<file path="config.mk">
export PLATFORM = sky130hd
export DESIGN_NAME = m2_idct_scheduler
export DESIGN_NICKNAME = d
export VERILOG_FILES = /design/src/rtl/m2_idct_scheduler.sv
export SDC_FILE = /design/constraint.sdc
export NUM_CORES = 1
export LEC_CHECK = 0
export ABC_AREA = 0
export CAP_MARGIN = 20
export CORE_ASPECT_RATIO = 0.6
export CORE_MARGIN = 5
export CORE_UTILIZATION = 59
export DETAILED_ROUTE_END_ITERATION = 10
export GPL_TIMING_DRIVEN = 0
export PLACE_DENSITY = 0.91
export SYNTH_ARGS = -nofsm -noshare
export SYNTH_HDL_FRONTEND = slang
export SYNTH_HIERARCHICAL = 1
export SYNTH_SLANG_ARGS = --single-unit
</file>
<file path="constraint.sdc">
create_clock -name Clock -period 3.4 [get_ports Clock]
set_clock_uncertainty 0.05 [all_clocks]
set_input_delay 0.51 -clock Clock [delete_from_list [all_inputs] [get_ports Clock]]
set_output_delay 0.51 -clock Clock [all_outputs]
set_load 0.03 [all_outputs]
</file>
<file path="src/rtl/m2_idct_scheduler.sv">
// m2_idct_scheduler: block sequencer for the Milestone 2 IDCT datapath.
// Overlaps fetch with compute-S and compute-T with write, and tracks per-block SRAM addresses.
module m2_idct_cursor #(
    parameter int COLS_Y    = 40,
    parameter int COLS_UV   = 20,
    parameter int ROWS      = 30,
    parameter int BASE_Y    = 0,
    parameter int BASE_U    = 0,
    parameter int BASE_V    = 0,
    parameter int STRIDE_Y  = 0,
    parameter int STRIDE_UV = 0,
    parameter int STEP      = 8
) (
    input  logic        Clock,
    input  logic        Resetn,
    input  logic        clear,
    input  logic        adv,
    output logic [17:0] addr,
    output logic [8:0]  stride
);
    logic [1:0]  seg, seg_n;
    logic [11:0] row, col;
    logic [17:0] row_addr, seg_base, row_next;
    logic [8:0]  stride_n;
    logic        last_col, last_row;

    always_comb begin
        last_col = col == 12'((seg == 2'd0 ? COLS_Y : COLS_UV) - 1);
        last_row = row == 12'(ROWS - 1);
        seg_n    = seg == 2'd2 ? 2'd0 : seg + 2'd1;
        seg_base = seg_n == 2'd0 ? 18'(BASE_Y) : seg_n == 2'd1 ? 18'(BASE_U) : 18'(BASE_V);
        stride_n = seg_n == 2'd0 ? 9'(STRIDE_Y) : 9'(STRIDE_UV);
        // one block-row down is 8 pixel rows of the current stride
        row_next = last_row ? seg_base : row_addr + {6'd0, stride, 3'd0};
    end

    always_ff @(posedge Clock or negedge Resetn) begin
        if (!Resetn) begin
            {seg, row, col, row_addr, addr, stride} <= '0;
        end else if (clear) begin
            {seg, row, col} <= '0;
            row_addr <= 18'(BASE_Y);
            addr     <= 18'(BASE_Y);
            stride   <= 9'(STRIDE_Y);
        end else if (adv) begin
            if (!last_col) begin
                col  <= col + 12'd1;
                addr <= addr + 18'(STEP);
            end else begin
                col      <= '0;
                row      <= last_row ? 12'd0 : row + 12'd1;
                row_addr <= row_next;
                addr     <= row_next;
                if (last_row) begin
                    seg    <= seg_n;
                    stride <= stride_n;
                end
            end
        end
    end
endmodule

module m2_idct_scheduler #(
    parameter int Y_BLK_COLS    = 40,
    parameter int UV_BLK_COLS   = 20,
    parameter int BLK_ROWS      = 30,
    parameter int PRE_IDCT_BASE = 76800,
    parameter int Y_WR_BASE     = 0,
    parameter int U_WR_BASE     = 38400,
    parameter int V_WR_BASE     = 57600
) (
    input  logic        Clock,
    input  logic        Resetn,
    input  logic        Enable,
    output logic        busy,
    output logic        done,
    output logic        fs_start,
    output logic        ct_start,
    output logic        cs_start,
    output logic        ws_start,
    input  logic        fs_done,
    input  logic        ct_done,
    input  logic        cs_done,
    input  logic        ws_done,
    output logic [17:0] fs_base_addr,
    output logic [8:0]  fs_row_stride,
    output logic [17:0] ws_base_addr,
    output logic [8:0]  ws_row_stride,
    output logic        sram_sel
);
    localparam int N           = BLK_ROWS * (Y_BLK_COLS + 2 * UV_BLK_COLS);
    localparam int FS_STR_Y    = Y_BLK_COLS * 8;
    localparam int FS_STR_UV   = UV_BLK_COLS * 8;
    localparam int FS_U_BASE   = PRE_IDCT_BASE + BLK_ROWS * 8 * FS_STR_Y;
    localparam int FS_V_BASE   = FS_U_BASE + BLK_ROWS * 8 * FS_STR_UV;

    typedef enum logic [2:0] {IDLE, LI_FS, LI_CT, CS_FS, CT_WS, LO_CS, LO_WS, DONE} state_t;

    state_t      state, state_n;
    logic        entry, complete, start_run;
    logic [3:0]  expect_v, got, sticky;
    logic [11:0] fetched;

    // engine bit order: 0 fetch S', 1 compute T, 2 compute S, 3 write S
    always_comb begin
        expect_v  = {state == CT_WS || state == LO_WS, state == CS_FS || state == LO_CS,
                     state == LI_CT || state == CT_WS, state == LI_FS || state == CS_FS};
        got       = sticky | ({ws_done, cs_done, ct_done, fs_done} & expect_v);
        complete  = |expect_v && got == expect_v;
        start_run = state == IDLE && Enable;
        state_n   = state;
        case (state)
            IDLE:    if (Enable) state_n = LI_FS;
            LI_FS:   if (complete) state_n = LI_CT;
            LI_CT:   if (complete) state_n = N > 1 ? CS_FS : LO_CS;
            CS_FS:   if (complete) state_n = CT_WS;
            CT_WS:   if (complete) state_n = fetched == 12'(N) ? LO_CS : CS_FS;
            LO_CS:   if (complete) state_n = LO_WS;
            LO_WS:   if (complete) state_n = DONE;
            default: state_n = IDLE;
        endcase
    end

    always_ff @(posedge Clock or negedge Resetn) begin
        if (!Resetn) begin
            state   <= IDLE;
            entry   <= 1'b0;
            sticky  <= '0;
            fetched <= '0;
        end else begin
            state   <= state_n;
            entry   <= state_n != state;
            sticky  <= complete ? 4'd0 : got;
            fetched <= start_run ? 12'd0 : fetched + 12'(complete && expect_v[0]);
        end
    end

    assign fs_start = entry & expect_v[0];
    assign ct_start = entry & expect_v[1];
    assign cs_start = entry & expect_v[2];
    assign ws_start = entry & expect_v[3];
    assign sram_sel = expect_v[3];
    assign done     = state == DONE;
    assign busy     = state != IDLE && state != DONE;

    m2_idct_cursor #(
        .COLS_Y(Y_BLK_COLS), .COLS_UV(UV_BLK_COLS), .ROWS(BLK_ROWS),
        .BASE_Y(PRE_IDCT_BASE), .BASE_U(FS_U_BASE), .BASE_V(FS_V_BASE),
        .STRIDE_Y(FS_STR_Y), .STRIDE_UV(FS_STR_UV), .STEP(8)
    ) u_fetch (
        .Clock(Clock), .Resetn(Resetn), .clear(start_run), .adv(complete & expect_v[0]),
        .addr(fs_base_addr), .stride(fs_row_stride)
    );

    m2_idct_cursor #(
        .COLS_Y(Y_BLK_COLS), .COLS_UV(UV_BLK_COLS), .ROWS(BLK_ROWS),
        .BASE_Y(Y_WR_BASE), .BASE_U(U_WR_BASE), .BASE_V(V_WR_BASE),
        .STRIDE_Y(Y_BLK_COLS * 4), .STRIDE_UV(UV_BLK_COLS * 4), .STEP(4)
    ) u_write (
        .Clock(Clock), .Resetn(Resetn), .clear(start_run), .adv(complete & expect_v[3]),
        .addr(ws_base_addr), .stride(ws_row_stride)
    );
endmodule

</file>
# Yosys cells after proc, flatten, opt, wreduce, memory -nomap -nowiden
# Index checks and enable logic that the tools add are counted.
word_totals:
  ff_bits: 162
  input_bits: 7
  output_inout_bits: 61
  wordCells: 146
classes:
  addsub: 13
  eq_ne: 19
  n_mux: 65
  bitwise: 8
  n_reduce_logical: 25
op_table:
  columns: ["operator", "n"]
  rows:
  - ["$mux 18", 16]
  - ["$mux 12", 15]
  - ["$mux 9", 9]
  - ["$add 12x1->12 const B", 4]
  - ["$add 18x12->18", 2]
  - ["$eq 12x12->1", 2]
  - ["$eq 12x5->1 const B", 2]
  - ["$mux 3", 8]
  - ["$sub 12x2->12 const B", 2]
  - ["$pmux 3 s7", 1]
  - ["$mux 2", 10]
  - ["$add 18x3->18 const B", 1]
  - ["$add 18x4->18 const B", 1]
  - ["$mux 16", 1]
  - ["$mux 15", 1]
  - ["$add 12x1->12", 1]
  - ["$eq 12x12->1 const B", 1]
  - ["$eq 3x3->1 const B", 4]
  - ["$mux 6", 2]
  - ["$reduce_bool 2->1", 6]
  - ["$logic_not 2->1", 4]
  - ["$mux 8", 1]
  - ["$and 1x1->1", 6]
  - ["$eq 3x2->1 const B", 2]
  - ["17 further kinds", 28]

# Logic depth before layout (Yosys ltp)
depth:
  ltp_word: 9
  depth_mapped: 12
  ltp_nobuf: 11

# Modules after synthesis
# Netlist, hierarchy kept.
by_module_without_submodules:
  columns: ["mod", "n_inst", "cells_per_inst", "area_per_inst_um2", "seq_area_each_um2"]
  rows:
  - ["m2_idct_cursor at u_write", 1, 409, 3791.1, 1601.5]
  - ["m2_idct_cursor at u_fetch", 1, 390, 3580.9, 1601.5]
  - ["m2_idct_scheduler", 1, 138, 1283.7, 500.5]

# Worst setup path before layout
# Ideal clock, no wire load.
synth_timing:
  path_type: "register -> register"
  startpoint: "reg sticky[2]"
  endpoint: "reg u_fetch.col[11]"
  setup_time_ns: 0.132
  arrival_time_ns: 2.718
  required_ns: 3.218
  setup_slack_ns: 0.500
  stages_incl_launch_ff: 12
  n_path_buf: 2
  synth_period_minus_slack_ns: 2.900
  cell_sequence: "dfrtp_1 -> o41ai_2 -> nand3_2 -> buf_6 -> nor2_1 -> and3_1 -> clkbuf_1 -> o2111ai_1 -> or3_1 -> nor3_1 -> xnor2_1 -> nor2_1"
synth_via:
  elab_chain_len: 5
synth_rtl:
  columns: ["item", "line_no", "rtl"]
  rows:
  - ["start, declared", "101", "logic [3:0] expect_v, got, sticky;"]
  - ["start signal, assigned", "133", "sticky <= complete ? 4'd0 : got;"]
  - ["$or 4x4->4", "108", "got = sticky | ({ws_done, cs_done, ct_done, fs_done} & expect_v);"]
  - ["$eq 4x4->1", "109", "complete = |expect_v && got == expect_v;"]
  - ["$logic_and 1x1->1", "109", null]
  - ["$and 1x1->1", "151", ".Clock(Clock), .Resetn(Resetn), .clear(start_run), .adv(complete & expect_v[0]),"]
  - ["$reduce_bool 2->1 (no line)", null, null]
  - ["end signal, assigned", "47", "col <= col + 12'd1;"]
  - ["end, declared", "22", "logic [11:0] row, col;"]
# No other way between the ends.
# A chain may end at the register's enable or synchronous reset.

# Worst setup path in the final report
layout_timing:
  startpoint: "in ws_done"
  endpoint: "reg u_write.addr[8]"
layout_via:
  elab_chain_len: 6
layout_rtl:
  columns: ["item", "line_no", "rtl"]
  rows:
  - ["start, declared", "84", "input logic ws_done,"]
  - ["$and 4x4->4", "108", null]
  - ["$or 4x4->4", "108", null]
  - ["$eq 4x4->1", "109", null]
  - ["$logic_and 1x1->1", "109", null]
  - ["$and 1x1->1", "160", ".Clock(Clock), .Resetn(Resetn), .clear(start_run), .adv(complete & expect_v[3]),"]
  - ["$reduce_bool 2->1 (no line)", null, null]
  - ["end signal, assigned", "43", "addr <= 18'(BASE_Y);"]
  - ["end signal, assigned", "48", "addr <= addr + 18'(STEP);"]
  - ["end signal, assigned", "53", "addr <= row_next;"]
  - ["end, declared", "18", "output logic [17:0] addr,"]
# No other way between the ends.

==> results.yml <==
synth:
  async_reset_ff_frac: 1.000
  seq_area_frac_synth: 0.4279
  synth_top_cell_area_share: 0.4279
  synth_cell_types: 85
  syn_inst: 937
  synth-edff-count: 0
  netlist_area_um2: 8656
  yosys_warnings: 6
  synthFlopType: "dfrtp_1"
  ys_ff_latch: 148
  syn-mean-instance-area_um2: 9.238
  yosys-top-cells-area: "dfrtp_1, nand2_1, nor2_1"
  yosysTopAreaCell: "dfrtp_1"
pwr:
  clockPowerShare: 0.295
  pwr_density_cell_nw_per_um2: 625.3
  netSwitchingPower_mw: 2.451
  total_power_mw: 6.391
  leakagePower_nw: 4.415
  pwr-share-seq: 0.354
  ir_drop_v: 0.0005132
  intPower_mw: 3.940
  switching_share: 0.3835
  pwr-share-comb: 0.351
global_routing:
  grt_pass1_vias: 7375
  grt.total_usage: 0.2713
  grt_max_degree: 88
  grt_pass1_wl_um: 38590
  antenna_found_initial: 0
  overflow: 0
setup_path:
  r2r_slack_ns: 0.12
  critPathArrivalTime_ns: 3.64
  crit_end: "u_write/addr[8]"
  worstPathMaxFanout: 10
  setup.worst_path.start_class: "input port"
  crit_slowest_cell: "clkdlybuf4s50_1"
  cp-startpoint: "ws_done"
  crit_chain: "clkdlybuf4s50_1 -> nor3b_1 -> o41ai_2 -> nand3_2 -> buf_6 -> nor4_2 -> clkbuf_2 -> nor2b_2 -> nand3_1 -> a21oi_1 -> a211o_1"
  worst_setup_path_end_kind: "register"
  critPathKind: "in -> reg"
  required_ns: 3.71
  reg2reg_to: "u_write/addr[8]"
  ff2ff_path_depth: 10
  r2r_start: "state[2]"
  crit_path_max_incr_delay_ns: 0.48
timing:
  period_share: 0.9783
  finalSetupViolCount: 0
  period_minus_slack_ns: 3.326
  fin_tns_setup_ns: 0
  maxSlewHeadroom: 0.5149
  maxClockFrequency_mhz: 300.6
  slew_viol_final: 0
  whs_ns: 0.005630
  finalHoldViolCount: 0
  worst_pin_slew_ns: 0.7277
cts:
  root_buffer: "clkbuf_16"
  cts_tree: "yes"
  h-tree-depth: 4
  clock_path_buffers: 2
  clock_latency_ns: 0.43
  clkTransAtPathRegs_ns: 0.07
  clock-sinks: 148
  cts_buffers: 17
place:
  place.port_buffers: 57
  place_hpwl_um: 16330
  placed_area_um2: 9533
  gp_congestion: 0.9501
layout:
  nNetsFinal: 1054
  fillers: 1038
  drive_gt1_frac: 0.1135
  final_cell_area_um2: 10220
  insertedDiodeCount: 0
  syn2layout_area_growth_pct: 18.08
floorplan:
  core.rowCount: 34
  die_w_um: 166.4
  start_util: 0.6002
  die_area_um2: 17270
  io_pins: 68
  die_h_um: 103.8
  core_um2: 14420
routing:
  drc: 0
  via_count: 8027
  firstDrtPassIters: 9
  drt-initial-drc-count: 1343
  ant_nets: 0
  drt-total-wl_um: 24080
  wl_per_cell_um: 19.45
  viasPerCell: 6.484
status:
  outcome: "finished clean"
run:
  cap_violations: 0
worst_hold_path:
  hp-class: "in -> async"
critical path: cells and delay by family:
| family | cells | cell delay (ns) |
|---|---|---|
| simple gates | 5 | 1.13 |
| buf+inv | 3 | 0.97 |
| compound gates | 3 | 1.02 |
power by group through the flow:
| stage | Combinational [mW] | Sequential, mW | Clock, mW |
|---|---|---|---|
| after global routing | 2.43 | 2.29 | 1.98 |
| after global placement | 2.05 | 2.27 | 0 |
| after detailed placement | 2.11 | 2.28 | 0 |
| after floorplan | 1.42 | 2.31 | 0 |
| after CTS | 2.14 | 2.25 | 1.90 |
| final | 2.24 | 2.26 | 1.88 |
cells in the final DEF, fill, tap and decap left out, types with 20 or more instances in the layout:
| cell type | Yosys | layout |
|---|---|---|
| dfrtp_1 | 148 | 148 |
| nand2_1 | 90 | 90 |
| nor2_1 | 82 | 79 |
| clkdlybuf4s50_1 | 0 | 56 |
| o21ai_0 | 53 | 53 |
| a21oi_1 | 51 | 50 |
| nand3_1 | 45 | 45 |
| inv_1 | 28 | 28 |
| nor3_1 | 30 | 28 |
| xor2_1 | 26 | 26 |
| nand4_1 | 22 | 22 |
| buf_4 | 16 | 21 |
| xnor2_1 | 20 | 20 |
| and3_1 | 21 | 20 |
worst min-delay path by stage:
stage,cells after the start,from,slack [ns],end
2_1_floorplan,0,Resetn,0.16,entry
3_5_place_dp,2,u_fetch/row_addr[7],0.41,u_fetch/addr[7]
6_report,1,Resetn,0.006,u_fetch/addr[17]
4_1_cts,1,Resetn,0.03,u_fetch/addr[17]
5_1_grt,1,Resetn,0.05,u_fetch/addr[17]
3_3_place_gp,2,u_fetch/row_addr[7],0.39,u_fetch/addr[7]
stage by stage:
stage / worst slack (ns) / util / std cells
floorplan: 0.5002 / - / 945
global placement: -4.181 / 0.6590 / 1200
detailed placement: -0.6261 / 0.6610 / 1201
CTS: 0.0009379 / 0.7025 / 1233
global route: -0.04799 / 0.7087 / 1238
finish: 0.07373 / 0.7087 / 1238
area by class of cell:
class / instances / area (um^2) / area share
multi-input combinational: 714 / 4612 / 0.4512
sequential: 148 / 3704 / 0.3623
timing repair buffer: 63 / 636.9 / 0.06231
clock buffer: 20 / 456.7 / 0.04468
buffer: 55 / 330.3 / 0.03232
tap: 198 / 247.7 / 0.02424
clock inverter: 12 / 128.9 / 0.01261
inverter: 28 / 105.1 / 0.01028
kinds of logic after synthesis:
| logic type | after synthesis | synth area share |
|---|---|---|
| flip-flops | 148 | 0.4279 |
| XOR/XNOR | 46 | 0.04655 |
| AND/OR/NAND/NOR | 393 | 0.2462 |
| multiplexers | 9 | 0.01446 |
| buffers and inverters | 83 | 0.04915 |
| AO/OA/AOI/OAI | 236 | 0.1843 |
| other | 2 | 0.0008676 |
| adder cells (fa/ha/maj) | 20 | 0.03065 |
Yosys cell counts (5+ instances only):
| library cell | count |
|---|---|
| inv_1 | 28 |
| xor2_1 | 26 |
| clkbuf_1 | 19 |
| nor3_1 | 30 |
| dfrtp_1 | 148 |
| nor2b_1 | 12 |
| a21oi_1 | 51 |
| nand3_1 | 45 |
| o211ai_1 | 8 |
| nor4b_1 | 6 |
| buf_2 | 13 |
| mux2i_1 | 5 |
| a211oi_1 | 11 |
| or3_1 | 5 |
| nor3b_1 | 10 |
| and2_1 | 13 |
| a21o_1 | 9 |
| nand2b_1 | 7 |
| nor2_1 | 82 |
| nand2_1 | 90 |
| a221o_1 | 5 |
| and3_1 | 21 |
| a22o_1 | 8 |
| ha_1 | 18 |
| nand4_1 | 22 |
| xnor2_1 | 20 |
| o21ai_1 | 11 |
| buf_4 | 16 |
| o22ai_1 | 8 |
| o21ai_0 | 53 |
| nor4_1 | 14 |
| or4_1 | 6 |
| a211o_1 | 6 |
| buf_6 | 5 |
| a31oi_1 | 7 |
| o31ai_1 | 10 |
registers in the layout (all words and copies together) (netlist names), 18 cells and up:
register,count
u_fetch/addr,18
u_write/addr,18
u_write/row_addr,18
u_fetch/row_addr,18
what timing repair did:
item | 4_1_cts | 5_1_grt
pin swaps | 1 | 4
endpoints found under the setup margin | 30 | 86
setup buffers | 0 | 5
hold buffers | 0 | 0
resized for setup | 5 | 16
endpoints found under the hold margin | 0 | 0
per-layer routing:
layer,wire length [um],up-vias,track usage
met5,0,-,0
met4,364,0,0.07297
met3,3176,58,0.07575
met2,9961,536,0.3670
met1,10570,3829,0.4234
li1,-,3604,-
No activity file was read; power rests on OpenSTA's default activity.
==> edit 1: new RTL, same flow settings <==
Make the reset (`Resetn`) synchronous in 2 clocked blocks.
--- a/src/rtl/m2_idct_scheduler.sv
+++ b/src/rtl/m2_idct_scheduler.sv
@@ -35,5 +35,5 @@
     end
 
-    always_ff @(posedge Clock or negedge Resetn) begin
+    always_ff @(posedge Clock) begin
         if (!Resetn) begin
             {seg, row, col, row_addr, addr, stride} <= '0;
@@ -122,5 +122,5 @@
     end
 
-    always_ff @(posedge Clock or negedge Resetn) begin
+    always_ff @(posedge Clock) begin
         if (!Resetn) begin
             state   <= IDLE;
Behaviour: differs if Resetn is asserted again (counterexample within 4 cycles, from zero or initial values and one cycle with Resetn low); with Resetn held inactive, the same outputs for 4 cycles.
==> edit 1 against the unedited design <==
Synthesized area shrank 8.2%; routed wire length shrank 0.26%; worst setup slack gained 42 ps; design area shrank 7.4%; sequential cell count is the same.
Power is not compared: it rests on default switching activity, and its combinational part moved more than twofold at a synthesized area within 25%.
==> edit 1: results (changes against the unedited design) <==
[cts]
htree_levels=4  ; unchanged
root_buffer=clkbuf_16
path_clk_slew_ps=70  ; about the same
clock_latency_ps=430  ; about the same
clockBufferDepth=2  ; unchanged
cts_buffers=17  ; unchanged

[timing]
worst_slack_ps=115.3  ; +41.54 ps
holdWs_ps=404.8  ; +399.2 ps
fin_tns_setup_ps=0  ; unchanged
slew_headroom=0.4030  ; -0.1119

[placement]
pre_cts_slack_ps=-574.6  ; +51.56 ps
portBuffers=57  ; unchanged
placed_cells=1202  ; +0.083%
postPlaceCellArea_mm2=0.008757  ; -8.1%
gp_congestion=1.026  ; +7.9%
dpl.hpwl_mm=16.61  ; +1.7%

[synth]
yosys-top-cells-area=dfxtp_1 (37%), nor2_1 (5.2%), a21oi_1 (4.0%)
ys_seq_area_frac=0.3730  ; -0.05490
yosys_warnings=6  ; unchanged
ys_async_sr_fraction=0  ; -1.000
synth-compound-area-share=0.1663  ; -0.01798
synthMuxAreaShare=0.01670  ; +0.002240
synth-xor-area-share=0.07151  ; +0.02496
syn_area_per_cell_um2=8.215  ; -11%
ys.flop_type=dfxtp_1
yosys.area_share.adder=0.03654  ; +0.005896
yosys-top-cells-count=dfxtp_1 (148), nor2_1 (111), nand2_1 (76), a21oi_1 (64), nand3_1 (50)
synth_cell_types=80  ; -5.9%

[finish]
fin_nets=1085  ; +2.9%
drive_gt1_frac=0.09916  ; -0.01430
top_regs=u_fetch/row_addr (18), u_write/addr (18), u_write/row_addr (18)
antennaDiodeCount=0  ; unchanged

[global_routing]
first_global_vias=7393  ; +0.24%
grt_max_degree=17  ; -81%
grt-ovfl-total=0  ; unchanged
grt_use_total=0.2892  ; +0.01788
grt_antenna_before_repair=0  ; unchanged
grt_pass1_wl_mm=37.73  ; -2.2%

[detailed_routing]
firstDrtPassIters=6  ; -3
antenna_left=0  ; unchanged
first_iter_violations=1125  ; -16%
viasPerCell=6.533  ; +0.77%
vias=8095  ; +0.85%
totalWireLength_mm=24.01  ; -0.26%

[outcome]
outcome=complete, no violations

[hold_path]
whs_path_depth=2
min_path_type=flip-flop to flip-flop

[worst_setup_path]
r2r_cells=7  ; -3
cp_max_fo=10  ; unchanged
arrival_ps=3520  ; -120 ps

[pwr]
leakage_nw=3.319
vdd_drop_max_uv=391.8
power.switching_mw=1.497

## edit 1: worst max-delay path, cell delays in order, from the launching register on
cell and delay [ps]:
dfxtp_1 440, ha_1 270, nor4b_1 740, and2_1 230, clkbuf_1 280, nand3_2 310, o31ai_1 710, a211oi_1 110
## edit 1: worst paths after layout
path,start,to
max,u_write/col[0],u_write/addr[10]
min,flip-flop,flip-flop
max reg2reg,u_write/col[0],u_write/addr[10]
min reg2reg,flip-flop,flip-flop
## edit 1: cell type report
type	count	area, um2
Multi-Input combinational cell	737	4661
Clock buffer	18	429.2
Fill cell	937	3545
Sequential cell	148	2963
Timing Repair Buffer	63	615.6
Clock inverter	14	141.4
Buffer	60	331.6
Inverter	29	113.9
Tap cell	170	212.7
## edit 1: routing by layer
layer,routed length [um],track usage
met1,10400,0.4114
met2,9543,0.3912
met3,3546,0.1223
met4,462,0.09319
met5,59,0.02727
## edit 1: cells by family after synthesis
logic type | count (synthesis)
simple gates | 425
xor+xnor | 64
mux | 13
compound gates | 203
fa+ha+maj | 22
buf+inv | 90
flops | 148
other cells | 2
## edit 1: power groups by stage
stage	clock (mW)	sequential, mW	combinational, mW
detailed placement	0	1.90	0.860
finish	1.84	1.86	0.923
CTS	1.84	1.86	0.887
global placement	0	1.89	0.842
floorplan	0	1.92	0.544
global route	1.93	1.87	0.985
## edit 1: repair_timing
action,4_1_cts,5_1_grt
setup buffers,3,3
pin swaps,2,4
hold buffers,0,0
resized for setup,11,21
endpoints found under the setup margin,88,65
==> edit 2: new RTL, config.mk and constraints unchanged <==
Made on the original files. Set the parameter `UV_BLK_COLS` to 10 (it was 20).
--- a/src/rtl/m2_idct_scheduler.sv
+++ b/src/rtl/m2_idct_scheduler.sv
@@ -63,5 +63,5 @@
 module m2_idct_scheduler #(
     parameter int Y_BLK_COLS    = 40,
-    parameter int UV_BLK_COLS   = 20,
+    parameter int UV_BLK_COLS   = 10,
     parameter int BLK_ROWS      = 30,
     parameter int PRE_IDCT_BASE = 76800,
Behaviour: no difference found for any inputs over 4 cycles, from zero or initial values and one cycle with Resetn low; that may be too few to reach the edited logic, so the function may still have changed.
==> edit 2 against the unedited design <==
Sequential cell count grew 2; total power shrank 2.9%; critical path type is now flip-flop to flip-flop; synthesized area grew 1.7%; worst setup slack gained 73 ps; highest routed layer unchanged; largest cell class unchanged; design area grew 1.8%; routed wire length grew 7.7%.
==> edit 2: results (changes against the unedited design) <==
[global_routing]
use_met2=0.3942  ; +0.02724
grt_pass1_wl_mm=42.03  ; +8.9%
grt.met1_usage=0.4494  ; +0.02600
first_global_vias=7823  ; +6.1%
grt_use_total=0.2928  ; +0.02151
use_met3=0.09698  ; +0.02123

[cts]
postCtsSetupBuffers=2  ; +2
htree_levels=4  ; unchanged
ctsResizeCount=9  ; +4

[placement]
placed_cells=1230  ; +2.4%
dpl.hpwl_mm=17.97  ; +10%
portBuffers=55  ; -3.5%
pre_cts_slack_ps=-617.1  ; +9.020 ps
postPlaceCellArea_mm2=0.009671  ; +1.4%
gp_congestion=0.9866  ; +3.8%

[worst_setup_path]
arrival_ps=3490  ; -150 ps
cpMaxStageDelayCell=o41ai_2
cp_max_fo=10  ; unchanged
reg2reg_slack_ps=150  ; +30 ps

[detailed_routing]
route.layer.met1.wl_mm=11.44  ; +8.2%
vias=8449  ; +5.3%
dr_wl_met3_mm=3.571  ; +12%
dr_wl_met2_mm=10.54  ; +5.8%
totalWireLength_mm=25.94  ; +7.7%
firstDrtPassIters=5  ; -4
viasPerCell=6.679  ; +3.0%

[outcome]
outcome=complete, no violations

[synth]
synth_cell_types=83  ; -2.4%
ys_seq_area_frac=0.4263  ; -0.001612
yosys_warnings=6  ; unchanged
yosys-top-cells-area=dfrtp_1 (43%), a21oi_1 (3.6%), nand2_1 (3.6%)
yosys-top-cells-count=dfrtp_1 (150), nand2_1 (84), nor2_1 (77), a21oi_1 (63), o21ai_0 (57)
syn_inst=966  ; +3.1%

[timing]
worst_slack_ps=146.3  ; +72.56 ps
slew_headroom=0.3219  ; -0.1930
holdWs_ps=43.15  ; +37.52 ps

[pwr]
leakage_nw=4.420  ; +0.11%
p_int_mw=3.874  ; -1.7%
vdd_drop_max_uv=317.0  ; -38%

[finish]
drive_gt1_frac=0.1059  ; -0.007557

edit 2: cell types whose count changed after synthesis, sizes merged, moves of 9 or more:
cell	change
nand4	+12
clkbuf	+18
a21oi	+13
o31ai	-9
or3	+12
a311oi	+10
edit 2: cell type report:
cell class,count,area (um2)
clock inverters,13,172.7
fillers,1096,4149
inverters,21,78.83
repair buffers,59,601.8
plain buffers,65,335.3
multi-input cells,740,4767
flip-flops and latches,150,3754
well taps,198,247.7
clock buffers,19,442.9
edit 2: worst reg2reg max path, delay by kind of cell (launching register included):
family          cells  cell delay (ps)
compound gates      1              410
xor+xnor            1              140
fa+ha+maj           2              420
buf+inv             2              370
flops               1              350
simple gates        8             1360
edit 2: cells by family (layout without fill, tap and decap cells):
family / Yosys count / count (layout) / synth area share
simple gates: 402 / 402 / 0.2454
compound gates: 239 / 239 / 0.1802
flops: 150 / 150 / 0.4263
buf+inv: 86 / 177 / 0.04547
xor+xnor: 53 / 53 / 0.05271
fa+ha+maj: 18 / 18 / 0.02558
mux: 16 / 16 / 0.02359
other cells: 2 / 12 / 0.0008528
edit 2: worst paths after layout:
path / depth (start not counted) / from / end
max: 14 / state[2] / fetched[10]
min: 1 / Resetn / u_fetch/addr[10]
max reg2reg: 14 / state[2] / fetched[10]
min reg2reg: 1 / u_write/row_addr[0] / u_write/addr[0]
max in group asynchronous: 2 / Resetn / u_write/row_addr[3]
min in group Clock: 1 / u_write/row_addr[0] / u_write/addr[0]
edit 2: power groups by stage:
stage	Sequential (mW)	Clock (mW)	Combinational [mW]
after floorplan	2.32	0	1.16
after global placement	2.22	0	1.81
after detailed placement	2.23	0	1.87
after CTS	2.21	2.01	1.91
after global routing	2.25	2.10	2.14
final	2.22	1.99	2.00
